`src/rtl/serdesphy_deserializer_if.sv`:
```
// serdesphy_deserializer_if
//   RX-side control and qualification of the analog deserializer, in the 240 MHz RX domain.
//   It sequences the analog reset and enable, waits for lock and lets the lock settle.
//   It qualifies the recovered bit stream, counts error cycles and watches for loss of signal.
// Ports
//   clk_240m_rx, rst_n_240m_rx          : RX clock, async active-low reset
//   rx_en, deserializer_bypass          : CSR controls (synchronous to clk)
//   deserializer_data_in                : recovered bit from analog
//   deserializer_ready/_error           : analog lock / error flags (async, synchronized here)
//   deserializer_enable/_reset_n        : controls to analog
//   rx_serial_data/_valid               : qualified bit stream to rx_top
//   deserializer_active/_status         : status to rx_top / CSR
//   los_detect, if_error                : loss-of-signal and sticky interface error
module serdesphy_deserializer_if #(
  parameter int unsigned RESET_CYCLES  = 4,
  parameter int unsigned LOCK_TIMEOUT  = 1023,
  parameter int unsigned SETTLE_CYCLES = 8,
  parameter int unsigned ERR_LIMIT     = 7,
  parameter int unsigned RUN_MAX       = 64
) (
  input  logic clk_240m_rx,
  input  logic rst_n_240m_rx,
  input  logic rx_en,
  input  logic deserializer_bypass,
  input  logic deserializer_data_in,
  input  logic deserializer_ready,
  input  logic deserializer_error,
  output logic deserializer_enable,
  output logic deserializer_reset_n,
  output logic rx_serial_data,
  output logic rx_serial_valid,
  output logic deserializer_active,
  output logic deserializer_status,
  output logic los_detect,
  output logic if_error
);

  localparam int unsigned CNT_MAX_A = (RESET_CYCLES > SETTLE_CYCLES) ? RESET_CYCLES : SETTLE_CYCLES;
  localparam int unsigned CNT_MAX   = (LOCK_TIMEOUT > CNT_MAX_A) ? LOCK_TIMEOUT : CNT_MAX_A;
  localparam int unsigned CNT_W     = $clog2(CNT_MAX + 1);
  localparam int unsigned ERR_W     = $clog2(ERR_LIMIT + 1);
  localparam int unsigned RUN_W     = $clog2(RUN_MAX + 1);

  localparam logic [2:0] ST_DISABLED  = 3'd0;
  localparam logic [2:0] ST_RESET     = 3'd1;
  localparam logic [2:0] ST_WAIT_LOCK = 3'd2;
  localparam logic [2:0] ST_SETTLE    = 3'd3;
  localparam logic [2:0] ST_ACTIVE    = 3'd4;
  localparam logic [2:0] ST_STOPPING  = 3'd5;
  localparam logic [2:0] ST_ERROR     = 3'd6;

  logic             ready_m, ready_s, error_m, error_s;
  logic             data_q, data_prev;
  logic [2:0]       state, state_nxt;
  logic [CNT_W-1:0] cnt, cnt_nxt;
  logic [ERR_W-1:0] err_cnt, err_cnt_nxt;
  logic [RUN_W-1:0] run_cnt, run_nxt;
  logic             abort;
  logic             valid_nxt;

  // Input synchronizers for the async analog flags; data is sampled once per cycle
  always_ff @(posedge clk_240m_rx or negedge rst_n_240m_rx) begin
    if (!rst_n_240m_rx) begin
      ready_m   <= 1'b0;
      ready_s   <= 1'b0;
      error_m   <= 1'b0;
      error_s   <= 1'b0;
      data_q    <= 1'b0;
      data_prev <= 1'b0;
    end else begin
      ready_m   <= deserializer_ready;
      ready_s   <= ready_m;
      error_m   <= deserializer_error;
      error_s   <= error_m;
      data_q    <= deserializer_data_in;
      data_prev <= data_q;
    end
  end

  assign abort = !rx_en || deserializer_bypass;

  // Next-state, counters and registered-output decode
  always_comb begin
    state_nxt   = state;
    cnt_nxt     = cnt;
    err_cnt_nxt = err_cnt;
    run_nxt     = '0;
    case (state)
      ST_DISABLED: begin
        if (rx_en && !deserializer_bypass) begin
          state_nxt = ST_RESET;
          cnt_nxt   = '0;
        end
      end
      ST_RESET: begin
        if (abort) begin
          state_nxt = ST_DISABLED;
          cnt_nxt   = '0;
        end else if (cnt == CNT_W'(RESET_CYCLES - 1)) begin
          state_nxt = ST_WAIT_LOCK;
          cnt_nxt   = '0;
        end else begin
          cnt_nxt = cnt + 1'b1;
        end
      end
      ST_WAIT_LOCK: begin
        if (abort) begin
          state_nxt = ST_DISABLED;
          cnt_nxt   = '0;
        end else if (ready_s) begin
          state_nxt = ST_SETTLE;
          cnt_nxt   = '0;
        end else if (cnt == CNT_W'(LOCK_TIMEOUT)) begin
          state_nxt = ST_ERROR;
          cnt_nxt   = '0;
        end else begin
          cnt_nxt = cnt + 1'b1;
        end
      end
      ST_SETTLE: begin
        if (abort) begin
          state_nxt = ST_DISABLED;
          cnt_nxt   = '0;
        end else if (!ready_s) begin
          state_nxt = ST_WAIT_LOCK;
          cnt_nxt   = '0;
        end else if (cnt == CNT_W'(SETTLE_CYCLES - 1)) begin
          state_nxt   = ST_ACTIVE;
          cnt_nxt     = '0;
          err_cnt_nxt = '0;
        end else begin
          cnt_nxt = cnt + 1'b1;
        end
      end
      ST_ACTIVE: begin
        // Leaving on rx_en/bypass wins over an error reaching the limit in the same cycle
        if (abort) begin
          state_nxt = ST_STOPPING;
          cnt_nxt   = '0;
        end else if (error_s || !ready_s) begin
          if (err_cnt != ERR_W'(ERR_LIMIT)) begin
            err_cnt_nxt = err_cnt + 1'b1;
          end
          if (err_cnt_nxt == ERR_W'(ERR_LIMIT)) begin
            state_nxt = ST_ERROR;
          end
        end
      end
      ST_STOPPING: begin
        if (cnt == CNT_W'(RESET_CYCLES - 1)) begin
          state_nxt = ST_DISABLED;
          cnt_nxt   = '0;
        end else begin
          cnt_nxt = cnt + 1'b1;
        end
      end
      ST_ERROR: begin
        if (!rx_en) begin
          state_nxt   = ST_DISABLED;
          cnt_nxt     = '0;
          err_cnt_nxt = '0;
        end
      end
      default: begin
        state_nxt = ST_ERROR;
        cnt_nxt   = '0;
      end
    endcase

    // Run length of identical bits; only counts while staying in ACTIVE
    if (state == ST_ACTIVE && state_nxt == ST_ACTIVE) begin
      if (data_q != data_prev) begin
        run_nxt = RUN_W'(1);
      end else if (run_cnt != RUN_W'(RUN_MAX)) begin
        run_nxt = run_cnt + 1'b1;
      end else begin
        run_nxt = run_cnt;
      end
    end

    valid_nxt = (state_nxt == ST_ACTIVE) || deserializer_bypass;
  end

  // State, counters and all outputs, decoded from the next state so they switch with it
  always_ff @(posedge clk_240m_rx or negedge rst_n_240m_rx) begin
    if (!rst_n_240m_rx) begin
      state                <= ST_DISABLED;
      cnt                  <= '0;
      err_cnt              <= '0;
      run_cnt              <= '0;
      deserializer_enable  <= 1'b0;
      deserializer_reset_n <= 1'b1;
      rx_serial_data       <= 1'b0;
      rx_serial_valid      <= 1'b0;
      deserializer_active  <= 1'b0;
      deserializer_status  <= 1'b0;
      los_detect           <= 1'b0;
      if_error             <= 1'b0;
    end else begin
      state                <= state_nxt;
      cnt                  <= cnt_nxt;
      err_cnt              <= err_cnt_nxt;
      run_cnt              <= run_nxt;
      deserializer_enable  <= (state_nxt == ST_WAIT_LOCK) || (state_nxt == ST_SETTLE) ||
                              (state_nxt == ST_ACTIVE) || (state_nxt == ST_STOPPING);
      deserializer_reset_n <= !((state_nxt == ST_DISABLED) || (state_nxt == ST_RESET));
      rx_serial_data       <= valid_nxt & data_q;
      rx_serial_valid      <= valid_nxt;
      deserializer_active  <= (state_nxt == ST_ACTIVE) || (state_nxt == ST_STOPPING);
      deserializer_status  <= ready_s & ~error_s;
      los_detect           <= (run_nxt == RUN_W'(RUN_MAX));
      if_error             <= (state_nxt == ST_ERROR);
    end
  end

endmodule

```
`config.mk`:
```
export PLATFORM = sky130hd
export DESIGN_NAME = serdesphy_deserializer_if
export DESIGN_NICKNAME = d
export VERILOG_FILES = /design/src/rtl/serdesphy_deserializer_if.sv
export SDC_FILE = /design/constraint.sdc
export NUM_CORES = 1
export LEC_CHECK = 0
export ABC_CLOCK_PERIOD_IN_PS = 7600
export BUFFER_PORTS_ARGS = -buffer_cell sky130_fd_sc_hd__buf_2
export CAP_MARGIN = 40
export CORE_MARGIN = 2
export CORE_UTILIZATION = 60
export CTS_CLUSTER_SIZE = 30
export DETAILED_ROUTE_END_ITERATION = 6
export GPL_TIMING_DRIVEN = 0
export PLACE_DENSITY = 0.79
export SYNTH_ARGS = -nofsm -noshare
export SYNTH_HDL_FRONTEND = slang
export SYNTH_SLANG_ARGS = --single-unit
```
`constraint.sdc`:
```
create_clock -name clk_240m_rx -period 7.6 [get_ports clk_240m_rx]
set_input_delay 0.38 -clock clk_240m_rx [delete_from_list [all_inputs] [get_ports clk_240m_rx]]
set_output_delay 0.38 -clock clk_240m_rx [all_outputs]
set_load 0.02 [all_outputs]
```
# ---- Yosys cells after proc, flatten, opt, wreduce, memory -nomap -nowiden
# Index checks and enable logic that the tools add are counted.
dict set report totals {
  register_bits 37
  latchBits 0
  ramBits 0
  mem_bits_ro 0
  in_bits 7
  out_inout_bits 8
  word_cells 112
  mem_count 0
}
dict set report classes {
  n_addsub 3
  multipliers 0
  div_mod_pow 0
  n_lt_le_gt_ge 0
  eq_ne 28
  n_shift 0
  n_mux 41
  n_bitwise 3
  n_reduce_logical 19
}
# op count
set op_table {}
lappend op_table {{$mux 10} 11}
lappend op_table {{$mux 3} 24}
lappend op_table {{$pmux 10 s7} 1}
lappend op_table {{$eq 3x3->1 const B} 7}
lappend op_table {{$mux 7} 3}
lappend op_table {{$pmux 3 s7} 1}
lappend op_table {{$ne 2x2->1 const B} 8}
lappend op_table {{$eq 3x2->1 const B} 4}
lappend op_table {{$add 10x1->10 const B} 1}
lappend op_table {{$eq 10x10->1 const B} 1}
lappend op_table {{$eq 10x2->1 const B} 1}
lappend op_table {{$eq 10x3->1 const B} 1}
lappend op_table {{$pmux 3 s3} 1}
lappend op_table {{$logic_or 1x1->1} 8}
lappend op_table {{$add 7x1->7 const B} 1}
lappend op_table {{$eq 7x7->1 const B} 1}
lappend op_table {{$ne 7x7->1 const B} 1}
lappend op_table {{$reduce_and 7->1} 1}
lappend op_table {{$eq 3x1->1 const B} 2}
lappend op_table {{$logic_not 3->1} 2}
lappend op_table {{$logic_not 1->1} 4}
lappend op_table {{$add 3x1->3 const B} 1}
lappend op_table {{$ne 3x3->1 const B} 1}
lappend op_table {{$reduce_and 3->1} 1}
lappend op_table {{other kinds (5)} 7}

# ---- Depth between registers and ports, before layout
# Gate-level depths: netlist (run 1).
dict set report logic_depth {
  ltp_word 14
  mapped_depth 7
  depth_no_buf 6
}

# ---- Worst setup path before layout (run 1)
# OpenSTA, ideal clock, no wires.
dict set report synth_path {
  path_type {register -> register}
  from {register cnt[0]}
  to {register cnt[6]}
  setup_ns 0.124
  arrival_time_ns 2.287
  required_time_ns 7.476
  path_slack_ns 5.189
  stages_incl_launch_ff 7
  n_path_buf 0
  synth_period_minus_slack_ns 2.411
  cell_sequence {dfrtp_1 ha_1 or4b_1 or4_4 a32oi_4 nor4_1 a211o_2}
}
dict set report synth_via {
  elab_chain_cells 5
  word_cells_on_any_way 13
  classes_between {add/sub (1); eq/ne (3); mux (9)}
}
# item line
set synth_lines {}
lappend synth_lines {{start, declared} 55} ;# logic [CNT_W-1:0] cnt, cnt_nxt;
lappend synth_lines {{start signal, assigned} 201} ;# cnt <= cnt_nxt;
lappend synth_lines {{$add 10x1->10 (tied with other cells)} --}
lappend synth_lines {{$mux 10, on equally long branches} {127, 113}}
lappend synth_lines {{$mux 10, on equally long branches} {124, 110}}
lappend synth_lines {{$mux 10, on equally long branches} {121, 107}}
lappend synth_lines {{$pmux 10 s7 *} 88} ;# case (state)
# Mark *: on every way between the ends. The rest lies on a longest branch, timed or not.
# A chain may end at the register's enable or synchronous reset.

# ---- Worst setup path in the final report (run 1)
dict set report layout_path {
  from {register cnt[0]}
  to {register cnt[4]}
}
# The elaborated chain is that of the path after synthesis.

==> reports/metrics.csv, run 1 <==
metric;value;unit
status;complete, no violations;
RSZ-0062 raised after global routing;no;
Num CTS Buffers;5;
Synth Net Count;229;
NumNets Final;250;
leakage power;0.975;nW
die area;0.00400;mm²
Yosys warnings;0;
#FFs+latches synth;37;
Syn Area/Cell;9.67;µm²
Netlist cell types;55;
Post-DP HPWL;2.90;mm
routability cong.;0.828;
final core occ;68.7;%
HP Class;primary input to async pin;
power consumption;0.396;mW
setup ws final;5000;ps
Initial Util;62.7;%
Power Density;172;mW/mm²
Antenna Cells;0;
Layout area overhead;9.56;%
wire length per cell;14.0;µm
via count;1664;
Max clock buf depth;2;
CP max FO;8;
initial antenna violation count;0;
top-level I/O count;15;
CTS tree;yes;
Place WS;5020;ps
final setup skew;12.5;ps
Non-Filler Cell Area, Final;0.00231;mm²
Max-Cap Viols;0;
Cell Area, Synth;0.00211;mm²
Final Cycle Share;34.2;%
Synth area leader;dfrtp_1;
DR iter-0 viols;76;
clock slew at reported path FFs;120;ps
DRC errors left;0;
DP Cell Count;278;
Cell Area, Placed;0.00224;mm²
minimum hold slack;90.6;ps
layout cells sized above 1;17.9;%
first-pass GRT wire length;7.33;mm
Crit Path Class;flop to flop;
post-route minimum period;2600;ps
cts-stage hold buffer count;0;
prevailing post-synth register cell;dfrtp_1;
final hold violation count;0;
Yosys top cell area share;42.7;%
critical path arrival;2840;ps
Cells after Synth;218;
Crit. End Element;flop;
largest net degree at the start of global routing;38;
Worst Tran Pin Value;789;ps
post-CTS sizing;0;
sequential share of the synthesized area;44.0;%
Setup Buffers After CTS;0;
gr usage total;23.3;%
worst relative slew slack;47.4;%
Worst Setup Start Kind;flop;
Die X;63.3;µm
H-tree depth;2;
GRT overflow;0;
Worst Path Required;7840;ps
Peak supply drop;0.000147;V
WL final;4.00;mm
final setup vio count;0;
vias per cell;5.82;
Non-Filler Instances;286;
Synth area leaders;dfrtp_1 (43%), nand2_1 (2.8%), nand2b_1 (2.7%);
number of enable flip-flop cells after synthesis;0;
antenna-violating nets left;0;
Core Area;0.00336;mm²
# port buffers;14;
Die Y;63.3;µm
vias in the first global route;1600;
CTS Sinks;37;
root buf cell;clkbuf_4;
Cell Rows;21;
drt pass-1 iters;4;
Max Freq;0.385;GHz
Final TNS setup;0;ps
top-count cell post-synth;dfrtp_1;
post-synthesis async set-or-reset flop share;100;%
Final Slew Violations;0;
commonest cells in the synthesized netlist;dfrtp_1 (36), nand2_1 (16), nor2_1 (15);
Worst-Skew Late Latency;360;ps
[per-layer routing]
metal,global-route usage (%),part of all wire [%],up-vias
met5,0,0,-
met4,8.15,1.8,0
met3,4.82,4.2,7
met2,36.2,45,32
met1,32.7,49,780
li1,-,-,845
[layout by cell type, fill, tap and decap left out, drive strengths merged, types with 3 or more instances in the layout]
cell type,count
a211o,3
a211oi,3
a21oi,4
a221o,4
a22o,3
and2,3
buf,17
clkbuf,16
dfrtp,36
ha,4
inv,10
mux2,3
nand2,16
nand2b,9
nand3,11
nand4,7
nor2,16
nor2b,4
nor3,8
nor3b,3
nor4,5
o21ai,6
or2,4
or3,4
xnor2,6
[power breakdown]
group	leakage [nW]	total [mW]	internal [mW]	switching (mW)
clock	0.0419	0.124	0.0553	0.0691
combinational	0.452	0.0583	0.0237	0.0346
sequential	0.481	0.214	0.207	0.00686
[critical path: stages, from the launching register on]
cell     delay [ps]
dfrtp_1         410
ha_1            240
or4b_1          510
or4_4           530
a32oi_4         400
nor2_4          100
a221o_1         310
[cells by family (layout without fill, tap and decap cells)]
logic type / count (synthesis) / after routing / share of synthesized area (%)
and+or+nand+nor: 101 / 101 / 27.2
AOI/OAI and AO/OA: 42 / 42 / 16.3
muxes: 5 / 5 / 2.55
buffers and inverters: 21 / 43 / 4.21
adders and majority gates: 4 / 4 / 2.37
xor gates and xnor gates: 8 / 8 / 3.32
DFF: 37 / 37 / 44.0
[final cells by class]
class,count,area (µm²)
Tap cell,46,57.6
Timing Repair Buffer,14,70.1
Fill cell,292,1050
Clock inverter,1,8.76
Inverter,9,33.8
Sequential cell,37,927
Clock buffer,7,65.1
Multi-Input combinational cell,160,1090
Buffer,12,55.1
[state kept, by name, summed over array words and instances (netlist names), 3 cells and up]
register  cells
err_cnt       3
cnt          10
run_cnt       7
state         3
[path summary, 6_finish.rpt]
path | startpoint | end | slack (ps) | depth (start not counted)
hold / removal | rst_n_240m_rx | los_detect | 90 | 1
max in group asynchronous | rst_n_240m_rx | cnt[2] | 7010 | 1
setup reg to reg | cnt[0] | cnt[4] | 5000 | 6
min in group clk_240m_rx | deserializer_data_in | data_q | 110 | 1
setup / recovery | cnt[0] | cnt[4] | 5000 | 6
hold reg to reg | ready_m | ready_s | 360 | 0
Power figures use the tool's default switching activity.
==> run 2: changes to the inputs <==
--- a/config.mk
+++ b/config.mk
@@ -5,15 +5,15 @@
 export SDC_FILE = /design/constraint.sdc
 export NUM_CORES = 1
 export LEC_CHECK = 0
-export ABC_CLOCK_PERIOD_IN_PS = 7600
+export ABC_CLOCK_PERIOD_IN_PS = 2350
 export BUFFER_PORTS_ARGS = -buffer_cell sky130_fd_sc_hd__buf_2
 export CAP_MARGIN = 40
 export CORE_MARGIN = 2
-export CORE_UTILIZATION = 60
+export CORE_UTILIZATION = 54
 export CTS_CLUSTER_SIZE = 30
 export DETAILED_ROUTE_END_ITERATION = 6
 export GPL_TIMING_DRIVEN = 0
-export PLACE_DENSITY = 0.79
+export PLACE_DENSITY = 0.75
 export SYNTH_ARGS = -nofsm -noshare
 export SYNTH_HDL_FRONTEND = slang
 export SYNTH_SLANG_ARGS = --single-unit
==> constraint.sdc (replaced) <==
create_clock -name clk_240m_rx -period 2.35 [get_ports clk_240m_rx]
set_input_delay 0.1175 -clock clk_240m_rx [delete_from_list [all_inputs] [get_ports clk_240m_rx]]
set_output_delay 0.1175 -clock clk_240m_rx [all_outputs]
set_load 0.02 [all_outputs]
==> reports/metrics.csv, run 2 (same netlist as run 1, synthesis figures left out) <==
metric;value;unit;change
root buf cell;clkbuf_8;;was clkbuf_4
WL final;4.76;mm;was 4.00 mm
final setup skew;6.06;ps;was 12.5 ps
Cell Area, Placed;0.00224;mm²;about the same
Cell Rows;22;;was 21
Filler cells;301;;was 292
setup ws final;-51.2;ps;was 5000 ps
worst relative slew slack;46.1;%;was 47.4%
Max-Cap Viols;0;;unchanged
Power Density;547;mW/mm²;was 172 mW/mm²
CTS Sinks;37;;unchanged
top-level I/O count;15;;unchanged
# port buffers;14;;unchanged
Die Y;66.5;µm;was 63.3 µm
most frequent cells in the layout;dfrtp_1 (31), nand2_1 (16), nor2_1 (15), buf_2 (14), buf_4 (13);;was dfrtp_1 (36), buf_2 (16), nand2_1 (16), nor2_1 (15), nand3_1 (11)
Num CTS Buffers;5;;unchanged
Max clock buf depth;2;;unchanged
first-pass GRT wire length;7.38;mm;was 7.33 mm
Crit. End Element;flop;;unchanged
Worst Path Required;2530;ps;was 7840 ps
final setup vio count;5;;was 0
post-route minimum period;2400;ps;was 2600 ps
clock slew at reported path FFs;70;ps;was 120 ps
drt pass-1 iters;4;;unchanged
HP Class;primary input to flop;;was primary input to async pin
number of flip-flops in the largest register;10;;unchanged
die area;0.00442;mm²;was 0.00400 mm²
Peak supply drop;0.000417;V;was 0.000147 V
leakage power;1.11;nW;was 0.975 nW
Worst-Skew Late Latency;290;ps;was 360 ps
gr usage total;22.1;%;was 23.3%
largest net degree at the start of global routing;38;;unchanged
Final Slew Violations;0;;unchanged
critical path arrival;2580;ps;was 2840 ps
status;finished with violations;;was complete, no violations
DRC errors left;0;;unchanged
Final TNS setup;-181;ps;was 0 ps
routability cong.;0.845;;was 0.828
vias in the first global route;1616;;was 1600
Layout area overhead;23.6;%;was 9.56%
power consumption;1.43;mW;was 0.396 mW
Crit Path Class;flop to flop;;unchanged
Reg2Reg Setup Slack;-50;ps;was 5000 ps
Top Registers;cnt (10), run_cnt (7);;unchanged
FF+latch area;933;µm²;was 927 µm²
NumNets Final;269;;was 250
commonest non-fill, non-tap cell in the layout;dfrtp_1;;unchanged
Critical path origin;cnt[0];;unchanged
H-tree depth;2;;unchanged
vias per cell;5.95;;was 5.82
Max Freq;0.416;GHz;was 0.385 GHz
final hold violation count;0;;unchanged
Antenna Cells;0;;unchanged
RSZ-0062 raised after global routing;yes;;was no
CP Capture Point;cnt[6];;was cnt[4]
RR Startpoint;cnt[0];;unchanged
Top reg by flops;cnt;;unchanged
Core Area;0.00372;mm²;was 0.00336 mm²
Worst Tran Pin Value;808;ps;was 789 ps
Post-DP HPWL;2.93;mm;was 2.90 mm
Non-Filler Cell Area, Final;0.00261;mm²;was 0.00231 mm²
worst r2r path cells;7;;was 6
failing checks;negative setup slack;;
final core occ;70.1;%;was 68.7%
layout cells sized above 1;29.3;%;was 17.9%
antenna-violating nets left;0;;unchanged
multi-input logic area;0.00116;mm²;was 0.00109 mm²
via count;1828;;was 1664
GRT overflow;0;;unchanged
Worst Setup Start Kind;flop;;unchanged
CTS tree;yes;;unchanged
Die X;66.5;µm;was 63.3 µm
Initial Util;56.7;%;was 62.7%
R2R Path End;cnt[6];;was cnt[4]
wire length per cell;15.5;µm;was 14.0 µm
Final Cycle Share;102;%;was 34.2%
DR iter-0 viols;127;;was 76
CP max FO;6;;was 8
initial antenna violation count;0;;unchanged
-- run 2: changes by cell type in the layout (fill, tap and decap cells not counted), moves of 2 or more --
cell           change
dlygate4sd3_1      +4
nor3_1             -2
clkbuf_8           +5
clkbuf_4           -5
dfrtp_1            -5
buf_6              +6
nor3_2             +2
buf_4             +13
clkbuf_2           +2
buf_2              -2
clkbuf_1           -4
dfrtp_2            +5
-- run 2: repair_timing --
action | CTS | global route
pin swaps | 11 | 6
setup buffers | 6 | 11
setup endpoints to repair | 11 | 12
hold endpoints to repair | 39 | 0
gates cloned | 1 | 0
hold buffers | 4 | 0
gates resized for setup | 9 | 20
-- run 2: through the flow --
step	hold WS (ps)	std cells	worst slack, ps
6_report	75.1	307	-51.2
5_1_grt	97.9	307	-93.2
4_1_cts	75.0	296	-157
3_5_place_dp	227	280	-170
3_3_place_gp	225	280	-137
2_1_floorplan	-178	218	7.49
-- run 2: how the worst min path moves through the flow --
| stage | from | end | slack, ps | depth (start not counted) |
|---|---|---|---|---|
| after global placement | deserializer_ready | ready_m | 220 | 1 |
| after CTS | deserializer_bypass | rx_serial_valid | 70 | 3 |
| after floorplan | rst_n_240m_rx | cnt[0] | -180 | 0 |
| after detailed placement | deserializer_ready | ready_m | 230 | 1 |
| final | deserializer_bypass | rx_serial_valid | 80 | 3 |
| after global routing | deserializer_bypass | rx_serial_valid | 100 | 3 |
-- run 2: area by class of cell --
cell class | count | area share [%]
multi-input cells | 160 | 44.4
flip-flops and latches | 37 | 35.8
repair buffers | 36 | 10.1
clock buffers | 7 | 3.70
well taps | 48 | 2.31
plain buffers | 9 | 1.97
inverters | 9 | 1.30
clock inverters | 1 | 0.336
-- run 2: critical path, stage by stage, from the launching register on --
cell and delay (ps):
dfrtp_1 400, ha_4 160, or4b_4 490, or4_4 530
a32oi_4 220, buf_6 160, nor3_2 40, a211o_2 300
-- run 2: layer usage --
layer / vias to the layer above / part of all wire, % / GRT usage [%] / wire length (µm)
met5: - / 0 / 0 / 0
met1: 881 / 45 / 29.6 / 2150
met4: 0 / 2.3 / 8.67 / 108
met2: 50 / 48 / 34.8 / 2280
li1: 884 / - / - / -
met3: 13 / 4.5 / 4.90 / 213
-- run 2: report_power, final --
| part | switching, mW | internal [mW] | leakage [nW] |
|---|---|---|---|
| Sequential | 0.0227 | 0.668 | 0.473 |
| Combinational | 0.127 | 0.101 | 0.578 |
| Clock | 0.236 | 0.271 | 0.0549 |
| Total | 0.385 | 1.04 | 1.11 |
